===== src/rtl/inv_mix_col_iter.sv =====
`default_nettype none
// ============================================================================
// Module   : inv_mix_col_iter
// Purpose  : Iterative AES InvMixColumns, COLS_PER_CYCLE columns per clock,
//            valid/ready on both sides with a registered, holdable result.
// Revision : 1.0 - initial release
// ============================================================================
module inv_mix_col_iter #(
    parameter int COLS_PER_CYCLE = 1
) (
    input  logic         clk,
    input  logic         rst_n,
    input  logic         in_valid,
    output logic         in_ready,
    input  logic [127:0] in_data,
    output logic         out_valid,
    input  logic         out_ready,
    output logic [127:0] out_data
);

    localparam int c_GROUPS = 4 / COLS_PER_CYCLE;
    localparam int c_CNT_W  = (c_GROUPS > 1) ? $clog2(c_GROUPS) : 1;

    localparam logic [1:0] c_IDLE = 2'd0;
    localparam logic [1:0] c_BUSY = 2'd1;
    localparam logic [1:0] c_DONE = 2'd2;

    generate
        if (COLS_PER_CYCLE != 1 && COLS_PER_CYCLE != 2 && COLS_PER_CYCLE != 4) begin : g_bad_cols
            $error("inv_mix_col_iter: COLS_PER_CYCLE must be 1, 2 or 4");
        end
    endgenerate

    function automatic logic [7:0] xtime(input logic [7:0] x);
        return {x[6:0], 1'b0} ^ (x[7] ? 8'h1b : 8'h00);
    endfunction

    // Byte k of the result mixes b_k, b_(k-1), b_(k-2), b_(k-3) with 0e/0b/0d/09.
    function automatic logic [31:0] inv_col(input logic [31:0] col);
        logic [7:0]  b, x2, x4, x8;
        logic [7:0]  m9 [4];
        logic [7:0]  mb [4];
        logic [7:0]  md [4];
        logic [7:0]  me [4];
        logic [31:0] res;
        res = '0;
        for (int j = 0; j < 4; j++) begin
            b     = col[8*j +: 8];
            x2    = xtime(b);
            x4    = xtime(x2);
            x8    = xtime(x4);
            m9[j] = x8 ^ b;
            mb[j] = x8 ^ x2 ^ b;
            md[j] = x8 ^ x4 ^ b;
            me[j] = x8 ^ x4 ^ x2;
        end
        for (int k = 0; k < 4; k++) begin
            res[8*k +: 8] = me[k] ^ mb[(k + 3) % 4] ^ md[(k + 2) % 4] ^ m9[(k + 1) % 4];
        end
        return res;
    endfunction

    logic [1:0]         r_state;
    logic [127:0]       r_work;
    logic [c_CNT_W-1:0] r_cnt;
    logic [127:0]       w_next_work;
    logic               w_last;

    assign w_last    = (r_cnt == c_CNT_W'(c_GROUPS - 1));
    assign in_ready  = (r_state == c_IDLE) | ((r_state == c_DONE) & out_ready);
    assign out_valid = (r_state == c_DONE);
    assign out_data  = r_work;

    always_comb begin
        w_next_work = r_work;
        for (int g = 0; g < COLS_PER_CYCLE; g++) begin
            w_next_work[(int'(r_cnt) * COLS_PER_CYCLE + g) * 32 +: 32] =
                inv_col(r_work[(int'(r_cnt) * COLS_PER_CYCLE + g) * 32 +: 32]);
        end
    end

    always_ff @(posedge clk or negedge rst_n) begin
        if (!rst_n) begin
            r_state <= c_IDLE;
            r_work  <= '0;
            r_cnt   <= '0;
        end else begin
            case (r_state)
                c_IDLE: begin
                    if (in_valid) begin
                        r_work  <= in_data;
                        r_cnt   <= '0;
                        r_state <= c_BUSY;
                    end
                end
                c_BUSY: begin
                    r_work <= w_next_work;
                    if (w_last) begin
                        r_cnt   <= '0;
                        r_state <= c_DONE;
                    end else begin
                        r_cnt <= r_cnt + c_CNT_W'(1);
                    end
                end
                c_DONE: begin
                    // Handoff and the next accept share one edge: no bubble.
                    if (out_ready) begin
                        if (in_valid) begin
                            r_work  <= in_data;
                            r_cnt   <= '0;
                            r_state <= c_BUSY;
                        end else begin
                            r_state <= c_IDLE;
                        end
                    end
                end
                default: r_state <= c_IDLE;
            endcase
        end
    end

endmodule
`default_nettype wire

===== config.mk =====
export PLATFORM = sky130hd
export DESIGN_NAME = inv_mix_col_iter
export DESIGN_NICKNAME = d
export VERILOG_FILES = /design/src/rtl/inv_mix_col_iter.sv
export SDC_FILE = /design/constraint.sdc
export NUM_CORES = 1
export LEC_CHECK = 0
export CAP_MARGIN = 20
export CORE_MARGIN = 4
export CORE_UTILIZATION = 55
export CTS_BUF_LIST = sky130_fd_sc_hd__clkbuf_4 sky130_fd_sc_hd__clkbuf_8
export CTS_CLUSTER_DIAMETER = 100
export DETAILED_ROUTE_END_ITERATION = 12
export DONT_BUFFER_PORTS = 1
export GPL_TIMING_DRIVEN = 0
export HOLD_SLACK_MARGIN = 0.08
export MAX_ROUTING_LAYER = met4
export PLACE_DENSITY_LB_ADDON = 0.2
export SLEW_MARGIN = 10
export SYNTH_ARGS = -nofsm -noshare
export SYNTH_HDL_FRONTEND = slang
export SYNTH_SLANG_ARGS = --single-unit

===== constraint.sdc =====
create_clock -name clk -period 9.5 [get_ports clk]
set_input_delay 0.475 -clock clk [delete_from_list [all_inputs] [get_ports clk]]
set_output_delay 0.475 -clock clk [all_outputs]
set_load 0.02 [all_outputs]

==> impl_metrics.csv <==
group,metric,value,unit
status,status,"finished, final reports clean",
floorplanning,ioPinCount,262,
floorplanning,die_h,136.0,um
flow_run,maxCapViolCount,0,
critical_path,worstPathCellList,"buf_2 > buf_2 > buf_4 > buf_4 > inv_1 > ha_1 > nor2_1 > and3_1 > clkbuf_1 > buf_1 > a22oi_1 > a21oi_1",
critical_path,cp-end-kind,"register",
clock_network,cts.sink_count,132,
floorplanning,core_region_area,0.01600,mm^2
sta,rsz0062_at_grt,"false",
critical_path,criticalPathCategory,"reg -> reg",
clock_network,clk_latency,0.47,ns
sta,fin_setup_tns,0,ns
sta,period_share,48.23,%
floorplanning,dieWidth,136.0,um
synthesis,yosys_register_bits,132,
worst_hold_path,hold_depth,1,
synthesis,ys_warn_count,0,
drt,wl_per_cell,31.89,um
drt,vias,7762,
critical_path,path_depth,12,
critical_path,path_buf_inv,7,
cells_and_area,nets,1021,
cells_and_area,drive_above_1_share,12.47,%
clock_network,cts_tree,"yes",
placed_design,hpwl,26.17,mm
sta,fmax,218.3,MHz
sta,skew,0.01521,ns
placed_design,pre_cts_ws,5.147,ns
critical_path,worstPathArrival,4.96,ns
sta,min_period,4.582,ns
placed_design,gp_congestion,1.011,
synthesis,synth_top_cells_by_area,"dfrtp_1 37%, xnor2_1 10%, a22oi_1 9.3%",
synthesis,synth_cell_types,37,
critical_path,cp-start-kind,"register",
drt,wl_met3,4.862,mm
floorplanning,dieArea,0.01850,mm^2
floorplanning,start_util,56.34,%
global_route,grtUsageTotal,39.93,%
drt,wl_met1,12.67,mm
cells_and_area,area_delta_synth_final,8.008,%
clock_network,cts_buffers,17,
drt,ant_nets,0,
global_route,antenna_found_initial,0,
critical_path,cp_data_required_time,9.88,ns
floorplanning,fp-row-count,46,
clock_network,path_clk_slew,0.09,ns
critical_path,path_max_fanout,10,
global_route,first_global_vias,7999,
synthesis,syn_avg_cell_area,10.43,um^2
drt,drt-vias-per-instance,6.968,
synthesis,synthCells,864,
global_route,grt_pass1_wl,51.56,mm
sta,hold_violations,0,
sta,fin_ws,4.918,ns
sta,drv_slew,0,
sta,max_slew_margin,29.97,%
synthesis,synth_top_area_share,36.64,%
synthesis,ys.flop_type,"dfrtp_1",
clock_network,clock_path_buffers,2,
cells_and_area,fill_cells,1394,
critical_path,crit_family,"buffers and inverters",
global_route,grt_max_degree,133,
synthesis,synth-edff-count,0,
synthesis,yosysMostFrequentCell,"nor2_1",
synthesis,ys_seq_area_share,36.64,%
synthesis,ys_top_cells_by_count,"152 x nor2_1, 145 x a21oi_1, 132 x dfrtp_1",
global_route,grt_overflow,0,
clock_network,cts_root_buf,"clkbuf_8",
critical_path,r2r_cells,12,
placed_design,io_buffers,0,
worst_hold_path,hold_class,"in -> reg",
synthesis,yosysTopAreaCell,"dfrtp_1",
synthesis,syn-num-nets,1000,
drt,first_pass_iters,9,
sta,setup_violations,0,
clock_network,postCtsSetupBuffers,0,
sta,worst_pin_slew,1.047,ns
synthesis,async_flop_share,100.0,%
cells_and_area,antenna_cells,0,
critical_path,slowest_delay,0.65,ns
drt,wl_met2,16.54,mm
critical_path,cpMaxStageDelayCell,"buf_1",
drt,drt-initial-drc-count,1035,
synthesis,syn_area,0.009015,mm^2
clock_network,htreeDepth,4,
drt,drt-total-wl,35.52,mm
drt,drc,0,
drt,highest_layer,"met4",
## flip-flops by register name (all words and copies together) (netlist names)
register / flops
r_cnt: 2
out_data: 128
r_state: 2
## placed cells by master (no fill, tap or decap), drive strengths merged, types with 3 or more instances in the layout
cell,Yosys,layout
mux4,32,32
buf,27,28
ha,4,4
xnor2,119,119
xor2,43,43
dfrtp,132,132
clkinv,0,3
xnor3,29,29
inv,3,9
a21oi,145,145
xor3,3,3
a22oi,112,112
clkbuf,43,63
nor2b,4,4
nor2,152,152
## worst reg2reg max path, stage by stage (launching register included)
cell and delay [ns]:
dfrtp_1 0.39, buf_2 0.35, buf_2 0.46, buf_4 0.36
buf_4 0.34, inv_1 0.12, ha_1 0.23, nor2_1 0.34
and3_1 0.29, clkbuf_1 0.50, buf_1 0.66, a22oi_1 0.20
a21oi_1 0.23
## timing repair
item	in CTS	in global routing
hold buffers	2	0
endpoints found under the hold margin	132	0
gates resized for setup	0	0
## path summary, 6_finish.rpt
| kind | startpoint | to | slack (ns) |
|---|---|---|---|
| max | r_cnt[1] | out_data[121] | 4.92 |
| min | in_valid | r_state[0] | 0.12 |
| max reg2reg | r_cnt[1] | out_data[121] | 4.92 |
| min reg2reg | out_data[51] | out_data[51] | 0.68 |
| max in group asynchronous | rst_n | out_data[9] | 8.30 |
| min in group asynchronous | rst_n | out_data[58] | 0.62 |
## metal layers
layer / vias up / GRT usage [%]
met5: - / -
met4: 0 / 16.35
met3: 136 / 14.25
met2: 657 / 59.69
met1: 3855 / 49.71
li1: 3114 / -
## cell families (layout without fill, tap and decap cells)
| family | after synthesis | count (layout) | synth area share [%] |
|---|---|---|---|
| AO/OA/AOI/OAI | 262 | 262 | 17.77 |
| XOR/XNOR | 194 | 194 | 25.72 |
| adder cells (fa/ha/maj) | 4 | 4 | 0.5552 |
| buffers and inverters | 73 | 107 | 3.900 |
| flip-flops | 132 | 132 | 36.64 |
| multiplexers | 33 | 33 | 8.161 |
| AND/OR/NAND/NOR | 166 | 166 | 7.259 |
## stage by stage
| stage | utilization, % | hold slack (ns) | instance area (um^2) | std cells |
|---|---|---|---|---|
| after CTS | 60.85 | 0.1077 | 9737 | 1114 |
| after global routing | 60.85 | 0.1168 | 9737 | 1114 |
| after global placement | 58.03 | 0.1827 | 9285 | 1080 |
| after floorplan | - | 0.1794 | 9015 | 864 |
| after detailed placement | 58.03 | 0.1833 | 9285 | 1080 |
| final | 60.85 | 0.1214 | 9737 | 1114 |
## layout make-up
cell class	count	area (um^2)	area share, %
well taps	216	270.3	2.776
flip-flops and latches	132	3303	33.92
clock buffers	20	275.3	2.827
plain buffers	70	340.3	3.495
clock inverters	12	138.9	1.426
repair buffers	2	37.54	0.3855
multi-input cells	659	5360	55.05
inverters	3	11.26	0.1157
Power is left out: the tool's default activity adds up to more than one toggle a clock period on the data nets, which glitch-free logic cannot reach.
